===== config.mk =====
export PLATFORM = sky130hd
export DESIGN_NAME = instr_fetch_unit_flat
export DESIGN_NICKNAME = d
export VERILOG_FILES = /design/src/rtl/fetch_pkg.sv /design/src/rtl/instr_fetch_unit_if.sv /design/src/rtl/fetch_fifo.sv /design/src/rtl/instr_fetch_unit.sv /design/src/flat_wrapper.sv
export SDC_FILE = /design/constraint.sdc
export NUM_CORES = 1
export LEC_CHECK = 0
export CAP_MARGIN = 10
export CORE_ASPECT_RATIO = 2
export CORE_MARGIN = 3
export CORE_UTILIZATION = 46
export CTS_BUF_LIST = sky130_fd_sc_hd__clkbuf_16
export DETAILED_ROUTE_END_ITERATION = 7
export GPL_ROUTABILITY_DRIVEN = 0
export PLACE_DENSITY = 0.76
export SLEW_MARGIN = 20
export SYNTH_ARGS = -nofsm -noshare
export SYNTH_HDL_FRONTEND = slang
export SYNTH_SLANG_ARGS = --single-unit

===== constraint.sdc =====
create_clock -name clk -period 3.1 [get_ports clk]
set_input_delay 0.31 -clock clk [delete_from_list [all_inputs] [get_ports clk]]
set_output_delay 0.31 -clock clk [all_outputs]
set_load 0.01 [all_outputs]

===== src/rtl/fetch_pkg.sv =====
// Shared types and constants for the instruction fetch unit.
package fetch_pkg;

    localparam logic [31:0] NOP_INST = 32'h0000_0013;

    typedef struct packed {
        logic [31:0] pc;
        logic [31:0] inst;
        logic        misaligned;
    } fetch_entry_t;

    typedef enum logic {
        RUN  = 1'b0,
        HALT = 1'b1
    } fetch_state_e;

endpackage


===== src/rtl/instr_fetch_unit_if.sv =====
// IMEM request/response, redirect and decode handshake signals of the fetch unit.
interface instr_fetch_unit_if;

    logic [31:0] imem_addr;
    logic [31:0] imem_inst;
    logic        redirect_valid;
    logic [31:0] redirect_pc;
    logic        out_valid;
    logic        out_ready;
    logic [31:0] out_pc;
    logic [31:0] out_inst;
    logic        out_misaligned;

    modport master (
        output imem_addr,
        input  imem_inst,
        input  redirect_valid,
        input  redirect_pc,
        output out_valid,
        input  out_ready,
        output out_pc,
        output out_inst,
        output out_misaligned
    );

    modport slave (
        input  imem_addr,
        output imem_inst,
        output redirect_valid,
        output redirect_pc,
        input  out_valid,
        output out_ready,
        input  out_pc,
        input  out_inst,
        input  out_misaligned
    );

endinterface


===== src/rtl/fetch_fifo.sv =====
// Power-of-two fetch queue; flush beats push, and a push into a full queue is accepted when paired with a pop.
module fetch_fifo
    import fetch_pkg::*;
#(
    parameter int  DEPTH   = 2,
    parameter type entry_t = fetch_entry_t
) (
    input  logic                   clk,
    input  logic                   rst,
    input  logic                   flush_i,
    input  logic                   push_i,
    input  logic                   pop_i,
    input  entry_t                 data_i,
    output entry_t                 head_o,
    output logic [$clog2(DEPTH):0] count_o,
    output logic                   full_o,
    output logic                   empty_o
);

    localparam int PTR_W = $clog2(DEPTH);
    localparam int CNT_W = PTR_W + 1;

    entry_t             mem_q [DEPTH];
    logic [PTR_W-1:0]   wr_q, wr_d;
    logic [PTR_W-1:0]   rd_q, rd_d;
    logic [CNT_W-1:0]   cnt_q, cnt_d;
    logic               do_push;
    logic               do_pop;

    assign full_o  = (cnt_q == CNT_W'(DEPTH));
    assign empty_o = (cnt_q == '0);
    assign count_o = cnt_q;
    assign head_o  = mem_q[rd_q];

    assign do_push = push_i & ~flush_i & (~full_o | pop_i);
    assign do_pop  = pop_i & ~flush_i & ~empty_o;

    always_comb begin
        wr_d  = wr_q + PTR_W'(do_push);
        rd_d  = rd_q + PTR_W'(do_pop);
        cnt_d = cnt_q + CNT_W'(do_push) - CNT_W'(do_pop);
        if (flush_i) begin
            wr_d  = '0;
            rd_d  = '0;
            cnt_d = '0;
        end
    end

    always_ff @(posedge clk) begin
        if (rst) begin
            wr_q  <= '0;
            rd_q  <= '0;
            cnt_q <= '0;
        end else begin
            wr_q  <= wr_d;
            rd_q  <= rd_d;
            cnt_q <= cnt_d;
        end
    end

    // Payload storage carries no reset; validity comes from the count alone.
    always_ff @(posedge clk) begin
        if (do_push) begin
            mem_q[wr_q] <= data_i;
        end
    end

endmodule


===== src/rtl/instr_fetch_unit.sv =====
// Fetch unit: PC, RUN/HALT control and fetch queue toward decode.
// Optional performance counters are enabled by defining FETCH_PERF_CNT_EN.
module instr_fetch_unit
    import fetch_pkg::*;
#(
    parameter logic [31:0] RESET_PC   = 32'h0000_0000,
    parameter int          FIFO_DEPTH = 2
) (
    input  logic                clk,
    input  logic                rst,
    instr_fetch_unit_if.master  bus
`ifdef FETCH_PERF_CNT_EN
    ,
    output logic [31:0]         fetch_cnt,
    output logic [31:0]         stall_cnt,
    output logic [31:0]         flush_cnt
`endif
);

    localparam int CNT_W = $clog2(FIFO_DEPTH) + 1;

    fetch_state_e     state_q, state_d;
    logic [31:0]      pc_q, pc_d;
    logic             marker_q, marker_d;

    fetch_entry_t     push_entry;
    fetch_entry_t     head;
    logic             push;
    logic             flush;
    logic             pop;
    logic [CNT_W-1:0] fifo_cnt;
    logic             fifo_full;
    logic             fifo_empty;

    assign pop = bus.out_valid & bus.out_ready;

    always_comb begin
        state_d    = state_q;
        pc_d       = pc_q;
        marker_d   = marker_q;
        push       = 1'b0;
        flush      = 1'b0;
        push_entry = '{pc: pc_q, inst: bus.imem_inst, misaligned: 1'b0};
        if (bus.redirect_valid) begin
            flush    = 1'b1;
            pc_d     = bus.redirect_pc;
            marker_d = |bus.redirect_pc[1:0];
            state_d  = (|bus.redirect_pc[1:0]) ? HALT : RUN;
        end else begin
            case (state_q)
                RUN: begin
                    if ((fifo_cnt < CNT_W'(FIFO_DEPTH)) || pop) begin
                        push = 1'b1;
                        pc_d = pc_q + 32'd4;
                    end
                end
                HALT: begin
                    // One marker per misaligned redirect; pc parks on the bad target.
                    if (marker_q && (!fifo_full || pop)) begin
                        push       = 1'b1;
                        push_entry = '{pc: pc_q, inst: NOP_INST, misaligned: 1'b1};
                        marker_d   = 1'b0;
                    end
                end
                default: ;
            endcase
        end
    end

    always_ff @(posedge clk) begin
        if (rst) begin
            state_q  <= RUN;
            pc_q     <= RESET_PC;
            marker_q <= 1'b0;
        end else begin
            state_q  <= state_d;
            pc_q     <= pc_d;
            marker_q <= marker_d;
        end
    end

    fetch_fifo #(
        .DEPTH   (FIFO_DEPTH),
        .entry_t (fetch_entry_t)
    ) u_fifo (
        .clk     (clk),
        .rst     (rst),
        .flush_i (flush),
        .push_i  (push),
        .pop_i   (pop),
        .data_i  (push_entry),
        .head_o  (head),
        .count_o (fifo_cnt),
        .full_o  (fifo_full),
        .empty_o (fifo_empty)
    );

    assign bus.imem_addr      = pc_q;
    assign bus.out_valid      = ~fifo_empty;
    assign bus.out_pc         = fifo_empty ? 32'h0 : head.pc;
    assign bus.out_inst       = fifo_empty ? NOP_INST : head.inst;
    assign bus.out_misaligned = fifo_empty ? 1'b0 : head.misaligned;

`ifdef FETCH_PERF_CNT_EN
    logic [31:0] fetch_cnt_q, stall_cnt_q, flush_cnt_q;

    always_ff @(posedge clk) begin
        if (rst) begin
            fetch_cnt_q <= '0;
            stall_cnt_q <= '0;
            flush_cnt_q <= '0;
        end else begin
            if (push) begin
                fetch_cnt_q <= fetch_cnt_q + 32'd1;
            end
            if (bus.out_valid && !bus.out_ready) begin
                stall_cnt_q <= stall_cnt_q + 32'd1;
            end
            if (bus.redirect_valid) begin
                flush_cnt_q <= flush_cnt_q + 32'd1;
            end
        end
    end

    assign fetch_cnt = fetch_cnt_q;
    assign stall_cnt = stall_cnt_q;
    assign flush_cnt = flush_cnt_q;
`endif

endmodule

===== src/flat_wrapper.sv =====
// flat-port wrapper written by rule: the top's interface ports become plain ports
module instr_fetch_unit_flat import fetch_pkg::*;
#(
    parameter logic [31:0] RESET_PC   = 32'h0000_0000,
    parameter int          FIFO_DEPTH = 2
)
  (clk, rst, bus_imem_addr, bus_imem_inst, bus_redirect_valid, bus_redirect_pc, bus_out_valid, bus_out_ready, bus_out_pc, bus_out_inst, bus_out_misaligned);
  instr_fetch_unit_if bus_i ();
  input  logic clk;
  input  logic rst;
  output wire logic [$bits(bus_i.imem_addr)-1:0] bus_imem_addr;
  input wire logic [$bits(bus_i.imem_inst)-1:0] bus_imem_inst;
  input wire logic [$bits(bus_i.redirect_valid)-1:0] bus_redirect_valid;
  input wire logic [$bits(bus_i.redirect_pc)-1:0] bus_redirect_pc;
  output wire logic [$bits(bus_i.out_valid)-1:0] bus_out_valid;
  input wire logic [$bits(bus_i.out_ready)-1:0] bus_out_ready;
  output wire logic [$bits(bus_i.out_pc)-1:0] bus_out_pc;
  output wire logic [$bits(bus_i.out_inst)-1:0] bus_out_inst;
  output wire logic [$bits(bus_i.out_misaligned)-1:0] bus_out_misaligned;
  assign bus_imem_addr = bus_i.imem_addr;
  assign bus_i.imem_inst = bus_imem_inst;
  assign bus_i.redirect_valid = bus_redirect_valid;
  assign bus_i.redirect_pc = bus_redirect_pc;
  assign bus_out_valid = bus_i.out_valid;
  assign bus_i.out_ready = bus_out_ready;
  assign bus_out_pc = bus_i.out_pc;
  assign bus_out_inst = bus_i.out_inst;
  assign bus_out_misaligned = bus_i.out_misaligned;
  instr_fetch_unit #(.RESET_PC(RESET_PC), .FIFO_DEPTH(FIFO_DEPTH)) u_core (.clk(clk), .rst(rst), .bus(bus_i));
endmodule

==> impl_metrics.py <==
metrics = {
    "worst_setup_path": {
        "cp_num_cells": 4,
        "slowest_delay_ns": 0.56,
        "required_ns": 2.79,
        "rr_worst_depth": 6,
        "crit_type": "flop to primary output",
        "slowest_stage": "dfxtp_4",
        "crit_chain": "buf_12 > mux2i_1 > nor2_1 > clkdlybuf4s50_1",
        "critPathArrivalTime_ns": 2.22,
        "worst-path-max-fanout": 34,
        "end_kind": "primary output",
        "path_delay_family": "buffers and inverters",
        "critPathBufInv": 2,
        "cp-start-kind": "flop",
    },
    "clocking": {
        "root_buffer": "clkbuf_16",
        "htree_levels": 4,
        "cts_buffers": 17,
        "cts.clk_slew.worst_paths_ns": 0.06,
        "cts.sinks": 168,
        "cts_max_path_buffers": 2,
        "cts_hold_buf": 0,
        "insertion_delay_ns": 0.41,
        "post_cts_resize_count": 0,
        "cts_tree": "yes",
        "postCtsSetupBuffers": 0,
    },
    "flow_run": {
        "maxCapViolations": 0,
    },
    "drt": {
        "routed_via_density": 5.32,
        "num_vias": 5100,
        "drt_wl_total_mm": 17.5,
        "postRouteAntennaNets": 0,
        "routedWlPerCell_um": 18.2,
        "drc_errors": 0,
        "initialDrtViolationCount": 231,
        "drtPass1Iterations": 4,
    },
    "placement": {
        "hpwl_mm": 13.0,
        "place_ws_ns": 0.609,
        "numPortBuffers": 165,
        "placed_cell_area_mm2": 0.00922,
    },
    "logic_synthesis": {
        "ys_warn_count": 0,
        "ys_seq_area_frac": 0.622,
        "synth_cell_types": 44,
        "syn_area_per_cell_um2": 12.3,
        "ys_ff_latch": 168,
        "synth_cells": 608,
        "ys.flop_type": "edfxtp_1",
        "synth_nets": 681,
        "synth_edf_count": 130,
        "syn_area_mm2": 0.00749,
        "async_reset_ff_frac": 0,
    },
    "layout": {
        "design_area_mm2": 0.00981,
        "multi_input_area_mm2": 0.00245,
        "nets": 816,
        "layout.area.seq_mm2": 0.00467,
        "fillers": 1247,
        "syn_to_final_growth_pct": 30.9,
        "drive_gt1_frac": 0.0860,
    },
    "min_path": {
        "hold_depth": 3,
        "hold_class": "input port to flop",
    },
    "power": {
        "ir_drop_v": 0.000357,
        "p_per_area_mw_per_mm2": 538,
        "leakagePower_nw": 3.23,
    },
    "floorplanning": {
        "ios": 166,
        "start_util": 0.473,
        "rows": 65,
        "dieHeight_um": 187,
        "die_area_mm2": 0.0180,
        "core-area_mm2": 0.0159,
        "die_w_um": 96.3,
    },
    "sta": {
        "relSlewSlack": 0.583,
        "worst_pin_slew_ns": 0.625,
        "fin_skew_ns": 0.0103,
        "fin_crit_ns": 2.53,
        "setup-violations-final": 0,
        "final.setup.worst_slack_ns": 0.573,
        "hold_viol_final": 0,
        "rsz0062_at_grt": "false",
        "timing.final.crit_share": 0.815,
        "slew_viol_final": 0,
        "max_freq_mhz": 396,
    },
    "global_routing": {
        "grt_pass1_wl_mm": 27.1,
        "grt_usage": 0.201,
        "antenna_found_initial": 1,
        "grt_max_degree": 63,
        "grt-ovfl-total": 0,
        "grt_pass1_vias": 5228,
    },
    "status": {
        "status": "finished clean",
    },
}
[sequential cells by signal, indices dropped and copies added (netlist names)]
register,flops
u_core.u_fifo.wr_q,1
u_core.u_fifo.count_o,2
u_core.marker_q,1
u_core.bus.imem_addr,32
u_core.u_fifo.rd_q,1
u_core.u_fifo.mem_q,130
u_core.state_q,1
[metal layers]
| layer | part of all wire | vias to the layer above | wire length [µm] | global-route usage |
|---|---|---|---|---|
| met5 | 0 | - | 0 | 0 |
| met3 | 0.039 | 26 | 674 | 0.0311 |
| met4 | 0.030 | 0 | 522 | 0.0992 |
| met2 | 0.59 | 155 | 10300 | 0.373 |
| met1 | 0.34 | 2488 | 5940 | 0.208 |
| li1 | - | 2431 | - | - |
[power breakdown]
part / switching [mW] / leakage [nW] / internal [mW]
clock: 0.849 / 0.281 / 1.20
sequential: 0.0918 / 1.53 / 2.56
combinational: 0.263 / 1.42 / 0.303
total: 1.20 / 3.23 / 4.07
[worst paths after layout]
kind	from	to	slack, ns
setup reg to reg	u_core.bus.imem_addr[2]$_SDFFE_PP0N_	u_core.bus.imem_addr[24]$_SDFFE_PP0N_	1.01
hold / removal	bus_redirect_pc[6]	u_core.bus.imem_addr[6]$_SDFFE_PP0N_	0.47
setup / recovery	u_core.u_fifo.rd_q$_SDFF_PP0_	bus_out_inst[6]	0.57
hold reg to reg	u_core.bus.imem_addr[0]$_SDFFE_PP0P_	u_core.u_fifo.mem_q[1][33]$_DFFE_PP_	0.49
[cell usage after synthesis (all sizes together), types with 13 or more instances]
cell type    n  area, µm²
a211oi      19        153
buf         43        295
clkbuf      22       82.6
dfxtp       38        761
edfxtp     130       3900
mux2i       67        671
nand2       27        101
nand3       13       70.1
nor2        94        353
nor2b       29        181
xnor2       20        175
[layout by cell type (no fill, tap or decap), types with 5 or more instances in the layout]
master           instances
a211oi_1                17
a21oi_1                 10
and3_1                   5
and4_1                   7
buf_4                   13
clkbuf_16               17
clkdlybuf4s50_1        165
dfxtp_1                 37
edfxtp_1               130
inv_1                   10
inv_6                    5
mux2i_1                 67
nand2_1                 27
nand3_1                 12
nand4_1                  7
nor2_1                  92
nor2b_1                 29
nor3_1                  11
nor4_1                   7
xnor2_1                 20
xor2_1                   8
[worst register-to-register path: cells and delay by family (launching register included)]
kind / cells / cell delay (ns)
flops: 1 / 0.52
fa+ha+maj: 1 / 0.25
xor+xnor: 1 / 0.10
compound gates: 1 / 0.23
simple gates: 3 / 0.90
[layout make-up]
cell class | count | share of cell area
well taps | 201 | 0.0256
flip-flops and latches | 168 | 0.476
inverters | 10 | 0.00383
diodes | 1 | 0.000255
clock buffers | 17 | 0.0434
clock inverters | 15 | 0.0167
repair buffers | 181 | 0.184
multi-input cells | 365 | 0.250
[cells by family (layout without fill, tap and decap cells)]
kind of cell | after synthesis | count (layout) | share of synthesized area
mux | 67 | 67 | 0.0895
compound gates | 45 | 45 | 0.0421
buf+inv | 75 | 223 | 0.0554
flops | 168 | 168 | 0.622
xor+xnor | 28 | 28 | 0.0327
simple gates | 220 | 220 | 0.149
other cells | 0 | 1 | 0
fa+ha+maj | 5 | 5 | 0.00835
[through the flow]
step | util | hold WS (ns) | cells | setup TNS [ns] | power [mW]
after floorplan | - | 0.448 | 608 | -33.52 | 2.97
after global placement | 0.581 | 0.471 | 925 | 0 | 3.26
after detailed placement | 0.581 | 0.475 | 925 | 0 | 3.27
after CTS | 0.618 | 0.453 | 957 | 0 | 5.33
after global routing | 0.618 | 0.474 | 958 | 0 | 5.48
final | 0.618 | 0.469 | 958 | 0 | 5.27
No activity file was read; power rests on OpenSTA's default activity.
